[config.mk]
export PLATFORM = sky130hd
export DESIGN_NAME = fetch_exec_sequencer
export DESIGN_NICKNAME = d
export VERILOG_FILES = /design/src/rtl/fetch_exec_sequencer.sv
export SDC_FILE = /design/constraint.sdc
export NUM_CORES = 1
export LEC_CHECK = 0
export CAP_MARGIN = 40
export CELL_PAD_IN_SITES_DETAIL_PLACEMENT = 1
export CELL_PAD_IN_SITES_GLOBAL_PLACEMENT = 1
export CORE_MARGIN = 2
export CORE_UTILIZATION = 32
export CTS_BUF_LIST = sky130_fd_sc_hd__clkbuf_2
export CTS_CLUSTER_SIZE = 20
export DETAILED_ROUTE_END_ITERATION = 16
export GPL_TIMING_DRIVEN = 1
export PLACE_DENSITY = 0.79
export RECOVER_POWER = 100
export SLEW_MARGIN = 20
export SYNTH_ARGS = -nofsm -noshare
export SYNTH_HDL_FRONTEND = slang
export SYNTH_SLANG_ARGS = --single-unit
[constraint.sdc]
create_clock -name clock_i -period 1.6 [get_ports clock_i]
set_input_delay 0.24 -clock clock_i [delete_from_list [all_inputs] [get_ports clock_i]]
set_output_delay 0.24 -clock clock_i [all_outputs]
set_load 0.02 [all_outputs]
[src/rtl/fetch_exec_sequencer.sv]
// Control sequencer for a small 8051-style core: fetches one or two ROM bytes,
// decodes the opcode class, fires one cycle of datapath strobes and services interrupts.
module fetch_exec_sequencer (
   input  logic       clock_i,
   input  logic       reset_i,
   input  logic [7:0] opcode_i,
   input  logic       data_vld_i,
   input  logic       int_i,
   input  logic       int_ack_i,
   output logic       rom_en_o,
   output logic       ir_load_high_o,
   output logic       ir_load_low_o,
   output logic       pc_inc_o,
   output logic       pc_inc_offset_o,
   output logic       acc_load_o,
   output logic       alu_en_o,
   output logic       ram_rd_en_reg_o,
   output logic       ram_rd_en_data_o,
   output logic       ram_wr_en_reg_o,
   output logic       ram_wr_en_data_o,
   output logic       int_vec_o,
   output logic       pop_1_stack_o,
   output logic       pop_2_stack_o,
   output logic       instr_done_o,
   output logic       illegal_o
);

   typedef enum logic [2:0] {
      FETCH1, DECODE, FETCH2, EXEC, POP2, CHECK, INT_ENTRY
   } state_e;

   typedef enum logic [3:0] {
      CL_NOP, CL_MOV_A_RN, CL_MOV_RN_A, CL_RETI, CL_MOV_A_IMM,
      CL_ADD_A_IMM, CL_MOV_A_DIR, CL_MOV_DIR_A, CL_SJMP, CL_ILLEGAL
   } opClass_e;

   state_e   state_q, state_d;
   opClass_e opClass_q, opClass_d;
   opClass_e decodedClass;
   logic     intPending_q, intPending_d;
   logic     inIsr_q, inIsr_d;
   logic     postReset_q;
   logic     twoByte;

   always_comb begin
      decodedClass = CL_ILLEGAL;
      casez (opcode_i)
         8'h00:       decodedClass = CL_NOP;
         8'b1110_1???: decodedClass = CL_MOV_A_RN;
         8'b1111_1???: decodedClass = CL_MOV_RN_A;
         8'h32:       decodedClass = CL_RETI;
         8'h74:       decodedClass = CL_MOV_A_IMM;
         8'h24:       decodedClass = CL_ADD_A_IMM;
         8'hE5:       decodedClass = CL_MOV_A_DIR;
         8'hF5:       decodedClass = CL_MOV_DIR_A;
         8'h80:       decodedClass = CL_SJMP;
         default:     decodedClass = CL_ILLEGAL;
      endcase
   end

   assign twoByte = (decodedClass == CL_MOV_A_IMM) || (decodedClass == CL_ADD_A_IMM) ||
                    (decodedClass == CL_MOV_A_DIR) || (decodedClass == CL_MOV_DIR_A) ||
                    (decodedClass == CL_SJMP);

   // The first FETCH1 cycle after reset keeps rom_en up but ignores data_vld,
   // so nothing but rom_en can toggle until the ROM has seen a clean request.
   always_comb begin
      state_d      = state_q;
      opClass_d    = opClass_q;
      inIsr_d      = inIsr_q;
      intPending_d = intPending_q;
      case (state_q)
         FETCH1:    if (data_vld_i && !postReset_q) state_d = DECODE;
         DECODE: begin
            if (decodedClass == CL_ILLEGAL) begin
               opClass_d = CL_NOP;
               state_d   = CHECK;
            end else begin
               opClass_d = decodedClass;
               state_d   = twoByte ? FETCH2 : EXEC;
            end
         end
         FETCH2:    if (data_vld_i) state_d = EXEC;
         EXEC:      state_d = (opClass_q == CL_RETI) ? POP2 : CHECK;
         POP2: begin
            inIsr_d = 1'b0;
            state_d = CHECK;
         end
         CHECK:     state_d = (intPending_q && !inIsr_q) ? INT_ENTRY : FETCH1;
         INT_ENTRY: begin
            if (int_ack_i) begin
               inIsr_d      = 1'b1;
               intPending_d = 1'b0;
               state_d      = FETCH1;
            end
         end
         default:   state_d = FETCH1;
      endcase
      if (int_i) intPending_d = 1'b1;
   end

   always_ff @(posedge clock_i) begin
      if (reset_i) begin
         state_q      <= FETCH1;
         opClass_q    <= CL_NOP;
         inIsr_q      <= 1'b0;
         intPending_q <= 1'b0;
         postReset_q  <= 1'b1;
      end else begin
         state_q      <= state_d;
         opClass_q    <= opClass_d;
         inIsr_q      <= inIsr_d;
         intPending_q <= intPending_d;
         postReset_q  <= 1'b0;
      end
   end

   always_comb begin
      rom_en_o         = 1'b0;
      ir_load_high_o   = 1'b0;
      ir_load_low_o    = 1'b0;
      pc_inc_o         = 1'b0;
      pc_inc_offset_o  = 1'b0;
      acc_load_o       = 1'b0;
      alu_en_o         = 1'b0;
      ram_rd_en_reg_o  = 1'b0;
      ram_rd_en_data_o = 1'b0;
      ram_wr_en_reg_o  = 1'b0;
      ram_wr_en_data_o = 1'b0;
      int_vec_o        = 1'b0;
      pop_1_stack_o    = 1'b0;
      pop_2_stack_o    = 1'b0;
      instr_done_o     = 1'b0;
      illegal_o        = 1'b0;
      if (!reset_i) begin
         case (state_q)
            FETCH1: begin
               rom_en_o       = 1'b1;
               ir_load_high_o = data_vld_i && !postReset_q;
               pc_inc_o       = data_vld_i && !postReset_q;
            end
            DECODE:    illegal_o = (decodedClass == CL_ILLEGAL);
            FETCH2: begin
               rom_en_o      = 1'b1;
               ir_load_low_o = data_vld_i;
               pc_inc_o      = data_vld_i;
            end
            EXEC: begin
               case (opClass_q)
                  CL_MOV_A_IMM, CL_ADD_A_IMM: begin
                     alu_en_o   = 1'b1;
                     acc_load_o = 1'b1;
                  end
                  CL_MOV_A_DIR: begin
                     ram_rd_en_data_o = 1'b1;
                     acc_load_o       = 1'b1;
                  end
                  CL_MOV_DIR_A: ram_wr_en_data_o = 1'b1;
                  CL_MOV_A_RN: begin
                     ram_rd_en_reg_o = 1'b1;
                     acc_load_o      = 1'b1;
                  end
                  CL_MOV_RN_A: ram_wr_en_reg_o = 1'b1;
                  CL_SJMP:     pc_inc_offset_o = 1'b1;
                  CL_RETI:     pop_1_stack_o   = 1'b1;
                  default:     ;
               endcase
            end
            POP2:      pop_2_stack_o = 1'b1;
            CHECK:     instr_done_o  = 1'b1;
            INT_ENTRY: int_vec_o     = 1'b1;
            default:   ;
         endcase
      end
   end

endmodule
Word-level counts from Yosys, hierarchy flattened
Cells that the tools add are included.

Flip-flop bits (word level): 10. Input bits: 13. Output and inout bits: 16. Logic and storage cells: 111.

Equal/unequal tests: 31. Muxes and demuxes: 56. Reductions and logical operators: 19.

Operator list (count): $mux W1 (46); $pmux W4 S9 (1); $eq A4 B3 Y1 const B (8); $eq A8 B8 Y1 const B (3); $pmux W3 S7 (1); $eq A8 B6 Y1 const B (2); $mux W3 (5); $eq A4 B4 Y1 const B (3); $eq A5 B5 Y1 const B (2); $eq A3 B3 Y1 const B (3); $eq A4 B2 Y1 const B (2); $eq A8 B7 Y1 const B (1); $logic_not A8 Y1 (1); $eq A3 B2 Y1 const B (2); $ne A2 B2 Y1 const B (3); $reduce_bool A2 Y1 (3); $eq A4 B1 Y1 const B (1); $logic_or A1 B1 Y1 (4); $mux W4 (1); $pmux W1 S2 (2); $reduce_and A2 Y1 (2); $reduce_or A2 Y1 (2); $reduce_or A4 Y1 (1); $eq A3 B1 Y1 const B (1); 4 further kinds (6).

Longest topological paths before layout
Depth in word-level cells: 10. Depth in mapped cells: 5. Gate-level depth less buffers: 4.

Worst setup path after synthesis
Ideal clock, no wire load.

Kind: flip-flop to output port. From: register state_q[2]. To: output pc_inc_o. Arrival time: 1.565 ns. Path slack: -0.205 ns. Stages on the path, launching flop included: 6. Buffers on the path: 1. Path through: dfxtp_1 buf_6 nor2_1 nand2_1 nor4_1 or2_1.

Longest elaborated chain between the ends: 3. Elaborated cells between the ends (all ways): 4. Those cells by class: 1 x eq/ne; 2 x mux; 1 x reduce/logical.

RTL lines: start, declared (line 37) `state_e state_q, state_d;`; start signal, assigned (line 110) `state_q <= state_d;`; $eq A3 B2 Y1 / $logic_not A3 Y1 (equally long branches) (line 136) `case (state_q)`; $pmux W1 S2 (*) (line 136); $mux W1 (*) (line 135) `if (!reset_i) begin`; end, declared (line 13) `output logic pc_inc_o,`.

Mark *: on every way between the ends. The rest lies on a longest branch, timed or not.

Worst setup path in the final report
From: register state_q[1]. To: output illegal_o.

Longest elaborated chain between the ends: 3.

RTL lines: $eq A3 B1 Y1 (line 136); $mux W1 (line 136); $mux W1 (line 135); end, declared (line 25) `output logic illegal_o`.

No other way between the ends.

==> summary.txt <==
Final layout
  • Final instance area: ~1400 um^2
  • Diode count: 0
  • Post-Layout Cell Count: ~200
  • Nets: 181
  • Fraction of layout cells with a size suffix above 1: 43.7%
  • Layout area overhead: 67.8%

Yosys
  • Ys flop type: dfxtp_1
  • Synth Warn #: 0
  • Synth Area in XOR/XNOR: 1.06%
  • Top post-synthesis cells by area: dfxtp_1 (24%), nor2_1 (6.8%), a21oi_1 (4.3%)
  • Post-synth cell types: between 40 and 50
  • Area share of fa/ha/maj cells after synthesis: 0%
  • Synth area leader: dfxtp_1
  • Yosys top cell area share: 24.3%
  • Seq cells post-synth: 10
  • Number of synthesized flops with an enable pin: 0
  • Main combinational cell family by area after synthesis: simple AND/OR/NAND/NOR gates
  • Gate Count Post-Synth: approximately 110
  • Synth Area in Compound Gates: 26.9%
  • Cell area after synthesis: 823 um^2
  • Mapped Nets: 122
  • Simple-gate portion of the synthesized area: 39.8%
  • Post-synth ARST share: 0%
  • Synthesized area per cell: 7.55 um^2
  • Register area share after synthesis: 24.3%
  • Mux cell area share after synthesis: 0%

Min path
  • Hold Path Origin: reset_i
  • HP Class: input pin to flop

Drt
  • Vias per Instance: ~5.6
  • DRC Markers: 0
  • Antenna viol nets, final: 0
  • First-pass iteration count of the detailed router: 4
  • Via count: roughly 1100
  • WL per Instance: 17.6 um
  • Final Routed Wirelength: 3470 um
  • DRT iter0 DRCs: 9

GRT
  • GR Util All Layers: 26.8%
  • Vias in the first global route: approximately 1200
  • Largest net degree at the start of global routing: 12
  • GR Overflow Total: 0
  • Initial antenna violation count: 0
  • First-pass GRT wire length: approximately 5600 um

Placed design
  • Placed Cells: 187
  • GPL Wtd Cong: between 0.8 and 0.9
  • Post-DP Area: 1300 um^2
  • Port bufs: 28
  • Post-DP HPWL: 2550 um

Timing
  • Fin worst setup slack: -0.105 ns
  • Final hold viol count: 0
  • RSZ-0062 raised after global routing: yes
  • Tcrit/Tclk final: 107%
  • Achievable Freq: approximately 590 MHz
  • Clk_skew: 0.00847 ns
  • Max Slew Vio Count: 0
  • Final setup viols: 7
  • Min Tclk post-route: 1.70 ns
  • Worst Max-Slew Pin Slew: around 0.40 ns
  • Rel. slew slack: ~73%

Clock tree
  • Clock Tree Buf Depth: 2
  • # clock sinks: 10
  • TritonCTS Buffers: 3
  • CTS hold repair buffers: 0
  • Clock latency on the worst-skew pair: 0.28 ns
  • Root Buffer: clkbuf_2
  • H-tree depth: 1
  • Clock slew at reported path FFs: 0.10 ns
  • CTS tree: built

Critical path
  • RR Startpoint: state_q[1]
  • Crit Path Class: flop to output port
  • Worst setup SP type: flop
  • Worst EP arrival: 1.46 ns
  • CP max FO: 3
  • Worst endpoint required time: 1.36 ns
  • Crit path launch: state_q[1]
  • Worst Setup End Kind: output port

Outcome
  • Status: complete, but fails checks
  • Failing checks: negative setup slack

Floorplan
  • I/O pin count: 29
  • CORE AREA: 2450 um^2
  • Die Wd: roughly 55 um
  • Starting Density: 33.5%
  • Die Ht: 54.7 um
  • Rows: 18
  • Die ar.: 2990 um^2

Power and ir drop
  • Leakage power: approximately 0.6 nW
  • Total Power: 1.39 mW
  • Pwr/cell area: 1000 nW/um^2
  • Maximum vdd drop: 0.528 mV

Job
  • Max-cap viol count: 0
## cell families after synthesis
kind of cell,Yosys count
buffers and inverters,10
and+or+nand+nor,57
DFF,10
xor gates and xnor gates,1
AOI/OAI and AO/OA,31
## layout by cell type (no fill, tap or decap), types with 2 or more instances in the layout
cell type,count
clkbuf_2,4
inv_1,3
o211a_1,2
buf_2,3
a31oi_1,2
a21oi_1,6
o21ai_0,5
nand3b_1,3
buf_6,4
dfxtp_1,7
nand3_1,7
a21oi_2,2
dfxtp_2,2
nor2_1,14
clkdlybuf4s50_1,3
nand2b_1,4
buf_4,41
nor3_1,2
nand2_1,7
dlygate4sd2_1,8
nor2b_1,2
## repair_timing
action	4_1_cts	5_1_grt
resized for setup	88	17
setup endpoints to repair	16	16
buffers inserted	6	0
pin swaps	7	6
endpoints found under the hold margin	0	0
gates cloned	0	0
## final timing paths
check                  to  slack (ns)  cells past startpoint
max             illegal_o       -0.10                      5
min           postReset_q        0.48                      2
max reg2reg    state_q[1]        0.11                      8
min reg2reg  opClass_q[3]        0.52                      2
## synth_stat cells, types with 2 or more instances
master	instances
nand3b_1	3
nor3_1	3
nor2_1	15
nand2b_1	5
buf_6	3
o21ai_0	5
nor4_1	2
a21oi_1	7
o211a_1	2
a31oi_1	2
dfxtp_1	10
nor2b_1	2
nand3_1	7
clkbuf_1	2
nand2_1	7
inv_1	3
## critical path, stage by stage (launching register included)
cell and delay, ns:
dfxtp_2 0.36, nand2b_1 0.18, or2_4 0.25, a21o_1 0.17
nor2_1 0.09, buf_4 0.15
## metrics by stage
step / worst slack, ns / hold WS [ns] / setup TNS [ns] / util, %
global route: -0.173 / 0.472 / -1.03 / 56.3
detailed placement: -0.759 / 0.502 / -9.17 / 52.8
floorplan: 0.0605 / 0.268 / 0 / -
global placement: -0.647 / 0.483 / -8.26 / 52.8
CTS: -0.171 / 0.477 / -0.401 / 54.3
finish: -0.105 / 0.481 / -0.437 / 56.3
## registers in the layout, summed over array words and instances, names as in the netlist
name,cells
inIsr_q,1
postReset_q,1
intPending_q,1
opClass_q,4
state_q,3
## power by group
part	switching, mW	internal, mW	total [mW]
sequential	0.0874	0.323	0.411
combinational	0.418	0.401	0.819
clock	0.102	0.0542	0.156
## layout make-up
class                   instances  area [um^2]
repair buffers                 61          485
inverters                       3         11.3
fillers                       316         1070
clock buffers                   3         15.0
well taps                      30         37.5
multi-input cells              89          622
clock inverters                 1         3.75
flip-flops and latches         10          206
## metal layers
layer	track usage [%]	wire, um	share of wire [%]
met1	27.0	1260	36
met2	52.8	1970	57
met3	1.64	95	2.7
met4	15.4	139	4.0
met5	0	0	0
(Power assumes the default switching activity.)
